File: src/rtl/uart_tx_fifo_sequencer_if.sv
// FIFO-side and transmitter-side handshake of the UART TX sequencer.
// The master modport is the sequencer; the slave modport is the FIFO/transmitter pair.
interface uart_tx_fifo_sequencer_if;
    logic       fifo_empty;
    logic [7:0] fifo_data;
    logic       fifo_read;
    logic [7:0] tx_data;
    logic       tx_start;
    logic       tx_done;

    modport master (
        input  fifo_empty, fifo_data, tx_done,
        output fifo_read, tx_data, tx_start
    );

    modport slave (
        output fifo_empty, fifo_data, tx_done,
        input  fifo_read, tx_data, tx_start
    );
endinterface

File: src/rtl/uart_tx_fifo_sequencer.sv
// Pops bytes from the TX FIFO, hands each to the UART transmitter with a start
// strobe, waits for done, then inserts a programmable gap; counts bytes and flags timeouts.
module uart_tx_fifo_sequencer #(
    parameter int GAP_WIDTH   = 8,
    parameter int TIMEOUT     = 65535,
    parameter int COUNT_WIDTH = 16
) (
    input  logic                   clock,
    input  logic                   reset,
    input  logic                   enable,
    input  logic [GAP_WIDTH-1:0]   gap_cycles,
    input  logic                   clear_error,
    uart_tx_fifo_sequencer_if.master tx_if,
    output logic                   busy,
    output logic [COUNT_WIDTH-1:0] byte_count,
    output logic                   timeout_error
);

    localparam int TO_W = $clog2(TIMEOUT + 1);
    // Timeout fires on the cycle the counter would step to TIMEOUT.
    localparam logic [TO_W-1:0] TO_LAST = TO_W'(TIMEOUT - 1);

    typedef enum logic [2:0] {
        IDLE,
        POP,
        LATCH,
        START,
        WAIT_DONE,
        GAP
    } state_t;

    state_t                state;
    logic [GAP_WIDTH-1:0]  gap_cnt;
    logic [TO_W-1:0]       to_cnt;

    always_ff @(posedge clock or negedge reset) begin
        if (!reset) begin
            state           <= IDLE;
            tx_if.fifo_read <= 1'b0;
            tx_if.tx_start  <= 1'b0;
            tx_if.tx_data   <= 8'h00;
            busy            <= 1'b0;
            byte_count      <= '0;
            timeout_error   <= 1'b0;
            gap_cnt         <= '0;
            to_cnt          <= '0;
        end else begin
            tx_if.fifo_read <= 1'b0;
            tx_if.tx_start  <= 1'b0;
            // A timeout in the same cycle overrides the clear below.
            if (clear_error) begin
                timeout_error <= 1'b0;
            end
            case (state)
                IDLE: begin
                    if (enable && !tx_if.fifo_empty) begin
                        state           <= POP;
                        tx_if.fifo_read <= 1'b1;
                        busy            <= 1'b1;
                    end
                end
                POP: begin
                    state <= LATCH;
                end
                LATCH: begin
                    tx_if.tx_data  <= tx_if.fifo_data;
                    tx_if.tx_start <= 1'b1;
                    state          <= START;
                end
                START: begin
                    to_cnt <= '0;
                    state  <= WAIT_DONE;
                end
                WAIT_DONE: begin
                    if (tx_if.tx_done) begin
                        byte_count <= byte_count + COUNT_WIDTH'(1);
                        if (gap_cycles == '0) begin
                            state <= IDLE;
                            busy  <= 1'b0;
                        end else begin
                            gap_cnt <= gap_cycles;
                            state   <= GAP;
                        end
                    end else if (to_cnt == TO_LAST) begin
                        timeout_error <= 1'b1;
                        state         <= IDLE;
                        busy          <= 1'b0;
                    end else begin
                        to_cnt <= to_cnt + TO_W'(1);
                    end
                end
                GAP: begin
                    gap_cnt <= gap_cnt - GAP_WIDTH'(1);
                    if (gap_cnt <= GAP_WIDTH'(1)) begin
                        state <= IDLE;
                        busy  <= 1'b0;
                    end
                end
                default: begin
                    state <= IDLE;
                    busy  <= 1'b0;
                end
            endcase
        end
    end

endmodule

File: src/flat_wrapper.sv
// flat-port wrapper written by rule: the top's interface ports become plain ports
module uart_tx_fifo_sequencer_flat 
#(
    parameter int GAP_WIDTH   = 8,
    parameter int TIMEOUT     = 65535,
    parameter int COUNT_WIDTH = 16
)
  (clock, reset, enable, gap_cycles, clear_error, busy, byte_count, timeout_error, tx_if_fifo_empty, tx_if_fifo_data, tx_if_tx_done, tx_if_fifo_read, tx_if_tx_data, tx_if_tx_start);
  uart_tx_fifo_sequencer_if tx_if_i ();
  input  logic clock;
  input  logic reset;
  input  logic enable;
  input  logic [GAP_WIDTH-1:0] gap_cycles;
  input  logic clear_error;
  output logic busy;
  output logic [COUNT_WIDTH-1:0] byte_count;
  output logic timeout_error;
  input wire logic [$bits(tx_if_i.fifo_empty)-1:0] tx_if_fifo_empty;
  input wire logic [$bits(tx_if_i.fifo_data)-1:0] tx_if_fifo_data;
  input wire logic [$bits(tx_if_i.tx_done)-1:0] tx_if_tx_done;
  output wire logic [$bits(tx_if_i.fifo_read)-1:0] tx_if_fifo_read;
  output wire logic [$bits(tx_if_i.tx_data)-1:0] tx_if_tx_data;
  output wire logic [$bits(tx_if_i.tx_start)-1:0] tx_if_tx_start;
  assign tx_if_i.fifo_empty = tx_if_fifo_empty;
  assign tx_if_i.fifo_data = tx_if_fifo_data;
  assign tx_if_i.tx_done = tx_if_tx_done;
  assign tx_if_fifo_read = tx_if_i.fifo_read;
  assign tx_if_tx_data = tx_if_i.tx_data;
  assign tx_if_tx_start = tx_if_i.tx_start;
  uart_tx_fifo_sequencer #(.GAP_WIDTH(GAP_WIDTH), .TIMEOUT(TIMEOUT), .COUNT_WIDTH(COUNT_WIDTH)) u_core (.clock(clock), .reset(reset), .enable(enable), .gap_cycles(gap_cycles), .clear_error(clear_error), .tx_if(tx_if_i), .busy(busy), .byte_count(byte_count), .timeout_error(timeout_error));
endmodule
File: config.mk
export PLATFORM = sky130hd
export DESIGN_NAME = uart_tx_fifo_sequencer_flat
export DESIGN_NICKNAME = d
export VERILOG_FILES = /design/src/rtl/uart_tx_fifo_sequencer_if.sv /design/src/rtl/uart_tx_fifo_sequencer.sv /design/src/flat_wrapper.sv
export SDC_FILE = /design/constraint.sdc
export NUM_CORES = 1
export LEC_CHECK = 0
export CORE_ASPECT_RATIO = 1.2
export CORE_UTILIZATION = 49
export CTS_CLUSTER_DIAMETER = 60
export DETAILED_ROUTE_END_ITERATION = 6
export PLACE_DENSITY = 0.78
export RECOVER_POWER = 25
export REMOVE_ABC_BUFFERS = 1
export SLEW_MARGIN = 40
export SYNTH_ARGS = -nofsm -noshare
export SYNTH_HDL_FRONTEND = slang
export SYNTH_SLANG_ARGS = --single-unit
File: constraint.sdc
create_clock -name clock -period 3.9 [get_ports clock]
set_input_delay 0.78 -clock clock [delete_from_list [all_inputs] [get_ports clock]]
set_output_delay 0.78 -clock clock [all_outputs]
set_load 0.01 [all_outputs]
==> qor.yml <==
yosys:
  yosysUniqueCellTypes: 51
  syn_inst: 274
  synth_compound_area_share_pct: 14.7
  syn_area_um2: 2810
  yosys.area_share.xor_xnor_pct: 4.99
  synth_top_family_by_area: "simple AND/OR/NAND/NOR gates"
  yosys.area_share.simple_pct: 22.5
  yosys_warnings: 0
  synth_edf_count: 0
  synth-async-reset-ratio_pct: 100
  synthAdderAreaFrac_pct: 2.23
  yosys.area.top_type: "dfrtp_1"
  yosysSeqAreaShare_pct: 49.0
  muxShareOfSynthArea_pct: 4.28
  synth_area_leaders: "dfrtp_1 49%, nand2_1 3.7%, xnor2_1 3.7%"
  ys.flop_type: "dfrtp_1"
  ys_ff_latch: 55
  yosysTopAreaCellShare_pct: 49.0
  avgSynthCellArea_um2: 10.3
sta:
  fin_ws_ps: 1260
  setup-violations-final: 0
  slew_headroom_pct: -24.0
  final.setup.tns_ps: 0
  worstMarginPinSlew_ps: 1860
  finalHoldViolCount: 0
  period_needed_ps: 2640
  grt_setup_unrepaired: "false"
  slew_viol_final: 36
  final.period_utilization_pct: 67.8
  max_freq_mhz: 378
  fin_skew_ps: 4.85
  hold_ws_ps: 496
worst_setup_path:
  crit_path_end_kind: "flip-flop"
  path_max_fanout: 7
  worst_setup_path_start_kind: "input port"
  crit_type: "in2reg"
  reg2reg_depth: 4
  required_ps: 4130
  crit_arrival_ps: 2870
global_route:
  antenna_found_initial: 0
  grt_pass1_vias: 2165
  grt_max_degree: 36
  grtUsageTotal_pct: 20.3
  grt_pass1_wl_mm: 9.79
  grt_overflow: 0
placement:
  place.gp.congestion: 0.831
  dpl.hpwl_mm: 4.17
  dp_slack_ps: 875
  io_buffers: 49
  placed_area_um2: 3350
  dp_cells: 378
clocking:
  clock_path_buffers: 2
  cts_num_sinks: 55
  cts_tree: "built"
  htree_levels: 2
  path_clk_slew_ps: 90
  root_buffer: "clkbuf_8"
  post_cts_resized: 0
  clock_latency_ps: 300
  holdBufCountCts: 0
  cts_setup_buffers: 0
  cts_made_buffers: 5
status:
  violations: "capacitance limit, slew limit"
  status: "finished, violations left"
floorplanning:
  row_count: 29
  chipHeight_um: 84.9
  die_area_um2: 6040
  core_area_um2: 5410
  die_w_um: 71.1
  initial_core_util_pct: 52.0
  ioPinCount: 50
pwr:
  leakage_nw: 1.40
  ir_drop_v: 0.000344
  power_density_nw_per_um2: 521
  power.total_mw: 1.80
cells_and_area:
  antenna_cells: 0
  finalInstanceArea_um2: 3460
  fin_cells: 386
  utilization_pct: 63.9
  drive_gt1_share_pct: 9.57
  fin_nets: 350
  final_common_cell: "dfrtp_1"
  syn_to_final_growth_pct: 23.0
  mostFrequentLayoutCells: "55 x dfrtp_1, 48 x clkdlybuf4s50_1, 28 x nand2_1"
detailed_routing:
  routedWlPerCell_um: 15.1
  vias_per_cell: 6.04
  drcViolationCount: 0
  routed_wl_mm: 5.84
  ant_nets: 0
  vias: 2332
  drtIter0Drc: 145
  firstDrtPassIters: 6
min_path:
  hold_depth: 1
  hold_class: "reg2reg"
flow_run:
  cap_violations: 1
==> report_power, final <==
group,internal (mW),switching [mW],leakage (nW)
clock network,0.146,0.180,0.0484
registers,0.702,0.158,0.710
logic,0.346,0.269,0.639
total,1.19,0.607,1.40
==> logic make-up after synthesis <==
family | after synthesis
buf+inv | 17
compound gates | 60
flops | 55
simple gates | 110
mux | 11
xor+xnor | 16
fa+ha+maj | 5
==> area by class of cell <==
type                    count  area (µm²)
repair buffers             51         499
well taps                  62        77.6
flip-flops and latches     55        1380
clock buffers               7        86.3
fillers                   449        1950
multi-input cells         202        1380
inverters                   8        30.0
clock inverters             1        8.76
==> worst max-delay path: stages <==
cell and delay (ps):
clkdlybuf4s50_1 520, or4b_4 570, nor4_1 530, and4_1 280, mux2i_1 190
==> synthesized netlist by cell type, drive strengths merged (5+ instances only) <==
cell	number
clkbuf	8
o21ai	8
ha	5
nor2	14
a21oi	20
o221a	6
xnor2	12
mux2	8
inv	8
o31ai	6
nand4	10
nand2	28
dfrtp	55
nor4	6
nor3	5
or4	10
nand3	11
==> registers in the layout, indices dropped and copies added (netlist names) <==
signal / cells
u_core.tx_if.tx_start: 1
u_core.tx_if.tx_data: 8
u_core.state: 3
u_core.byte_count: 16
u_core.gap_cnt: 8
u_core.timeout_error: 1
u_core.to_cnt: 16
u_core.busy: 1
u_core.tx_if.fifo_read: 1
==> per-layer routing <==
layer | global-route usage [%] | up-vias | share of wire, %
met3 | 4.39 | 6 | 3.6
li1 | - | 1134 | -
met1 | 26.4 | 1145 | 45
met2 | 34.5 | 47 | 50
met4 | 5.27 | 0 | 0.99
met5 | 0 | - | 0
==> final timing paths <==
| path | to | from | slack [ps] |
|---|---|---|---|
| max | u_core.to_cnt[12] | tx_if_tx_done | 1260 |
| min | u_core.byte_count[15] | u_core.byte_count[15] | 500 |
| max reg2reg | u_core.to_cnt[12] | u_core.state[2] | 1630 |
| max in group asynchronous | u_core.tx_if.fifo_read | reset | 1770 |
| min in group asynchronous | u_core.gap_cnt[7] | reset | 970 |
| min reg2reg | u_core.byte_count[15] | u_core.byte_count[15] | 500 |
Note: power is estimated with default switching activity, not from simulation.
==> variant (same settings) <==
`COUNT_WIDTH` is set to 16 in 2 places; all go to 32.
--- a/src/rtl/uart_tx_fifo_sequencer.sv
+++ b/src/rtl/uart_tx_fifo_sequencer.sv
@@ -3,7 +3,7 @@
 module uart_tx_fifo_sequencer #(
     parameter int GAP_WIDTH   = 8,
     parameter int TIMEOUT     = 65535,
-    parameter int COUNT_WIDTH = 16
+    parameter int COUNT_WIDTH = 32
 ) (
     input  logic                   clock,
     input  logic                   reset,
--- a/src/flat_wrapper.sv
+++ b/src/flat_wrapper.sv
@@ -3,7 +3,7 @@
 #(
     parameter int GAP_WIDTH   = 8,
     parameter int TIMEOUT     = 65535,
-    parameter int COUNT_WIDTH = 16
+    parameter int COUNT_WIDTH = 32
 )
   (clock, reset, enable, gap_cycles, clear_error, busy, byte_count, timeout_error, tx_if_fifo_empty, tx_if_fifo_data, tx_if_tx_done, tx_if_fifo_read, tx_if_tx_data, tx_if_tx_start);
   uart_tx_fifo_sequencer_if tx_if_i ();
Interface: changed (resized byte_count); port bits go from 50 to 66. The function was not compared with the original's and may differ.
==> variant against the original RTL <==
Area after synthesis rose by 25%; design area rose by 28%; cell count rose by 30%; hold slack got worse by 0.029 ns; sequential cell count rose by 16; total power rose by 26%; worst setup slack improved by 0.066 ns; routed wire length rose by 24%; critical path type unchanged; highest routed layer unchanged.
==> variant: results (changes against the original RTL) <==
[status]
outcome=completed

[setup_path]
r2r-start=u_core.state[2]
r2r-end=u_core.to_cnt[7]
cp.arrival_ns=2.79  ; -0.08 ns
crit_fanout=6  ; -1

[global_route]
grt_use_met1_pct=25.7  ; -0.65 points
grt_pass1_wl_um=12200  ; +24%
grt_usage_pct=20.9  ; +0.61 points
grt_pass1_vias=2693  ; +24%
met3_usage_pct=4.54  ; +0.15 points
grt_max_degree=47  ; +31%
grt_use_met2_pct=35.3  ; +0.82 points

[layout]
non_clock_buffer_count=67  ; +31%
seq_share_pct=40.2  ; +0.35 points
n_antenna_cell=0  ; unchanged
buffer_area_share_pct=14.9  ; +0.41 points
multi_input_area_share_pct=37.3  ; -2.6 points
layout-drive-gt1-share_pct=6.27  ; -3.3 points
nets=437  ; +25%
final-clk-cell-share_pct=4.47  ; +1.7 points
nNonClkInverters=9  ; +1
biggestRegsByFlops=u_core.byte_count x32, u_core.to_cnt x16
multi_input_cells=252  ; +25%
nFillCells=558  ; +24%

[clock_network]
cts.sinks=71  ; +29%
clkTransAtPathRegs_ns=0.07  ; -0.02 ns
clkLatencyLatePin_ns=0.34  ; +0.04 ns
cts_made_buffers=9  ; +4
cts_max_level=3  ; +1

[logic_synthesis]
ys_seq_area_share_pct=50.6  ; +1.6 points
synth_fa_ha_area_share_pct=1.78  ; -0.45 points
yosys-top-cells-count=71 x dfrtp_1, 39 x nor2_1, 27 x xnor2_1, 20 x nand2_1, 18 x nand3_1
synth.distinct_cells=45  ; -12%
synthMuxAreaShare_pct=3.17  ; -1.1 points
synth_compound_area_share_pct=7.37  ; -7.3 points
synth_area_leaders=dfrtp_1 51%, xnor2_1 6.7%, nor2_1 4.2%, xor2_1 4.0%, mux2_1 2.9%
synthXorXnorAreaFrac_pct=10.7  ; +5.7 points

[placed_design]
place_congestion=0.872  ; +5.0%
place_ws_ns=0.913  ; +0.0378 ns
hpwl_um=5230  ; +26%
port_buffers=65  ; +33%

[drt]
viasPerCell=5.56  ; -7.9%
wl_per_cell_um=14.4  ; -4.6%
route.met3.wl_um=322  ; +52%
drtPass1Iterations=4  ; -2
highest_layer=met4
wl_met1_um=3260  ; +24%
wl_met2_um=3530  ; +20%
drtIter0Drc=120  ; -17%

[pwr]
ir_worst_vdd_uv=347  ; +0.77%
p_leak_nw=1.86  ; +33%

[worst_hold_path]
worstHoldStart=u_core.byte_count[31]
min_path_cells=1  ; unchanged
holdPathEnd=u_core.byte_count[31]

[timing]
fin_crit_sh_pct=66.1  ; -1.7 points

[variant: cell count changes after synthesis, moves of 8 or more]
cell     change
a21oi_1     -10
dfrtp_1     +16
mux2_1       +9
mux2_2       -8
nand2_1      -8
nor2_1      +25
o21ai_1     +12
or4_1        -8
xnor2_1     +15
xor2_1      +12
[variant: stage by stage]
stage          cells  utilization (%)  total power [W]  instance area [sq um]  hold slack, ns
3_3_place_gp     486             61.2          0.00167                   4220           0.459
3_5_place_dp     486             61.3          0.00170                   4230           0.463
6_report         502             64.1          0.00226                   4420           0.467
5_1_grt          502             64.1          0.00241                   4420           0.488
4_1_cts          502             64.1          0.00229                   4420           0.436
2_1_floorplan    332                -          0.00139                   3450           0.480
[variant: power by group]
group          switching (W)  internal [W]
clock network       0.000283      0.000295
logic               0.000324      0.000328
registers           0.000151      0.000879
total               0.000759       0.00150
[variant: critical path, stage by stage]
cell	delay, ns
clkdlybuf4s50_1	0.52
nor4b_2	0.54
nand4_1	0.32
nor4b_1	0.42
xnor2_1	0.16
nor2_1	0.05
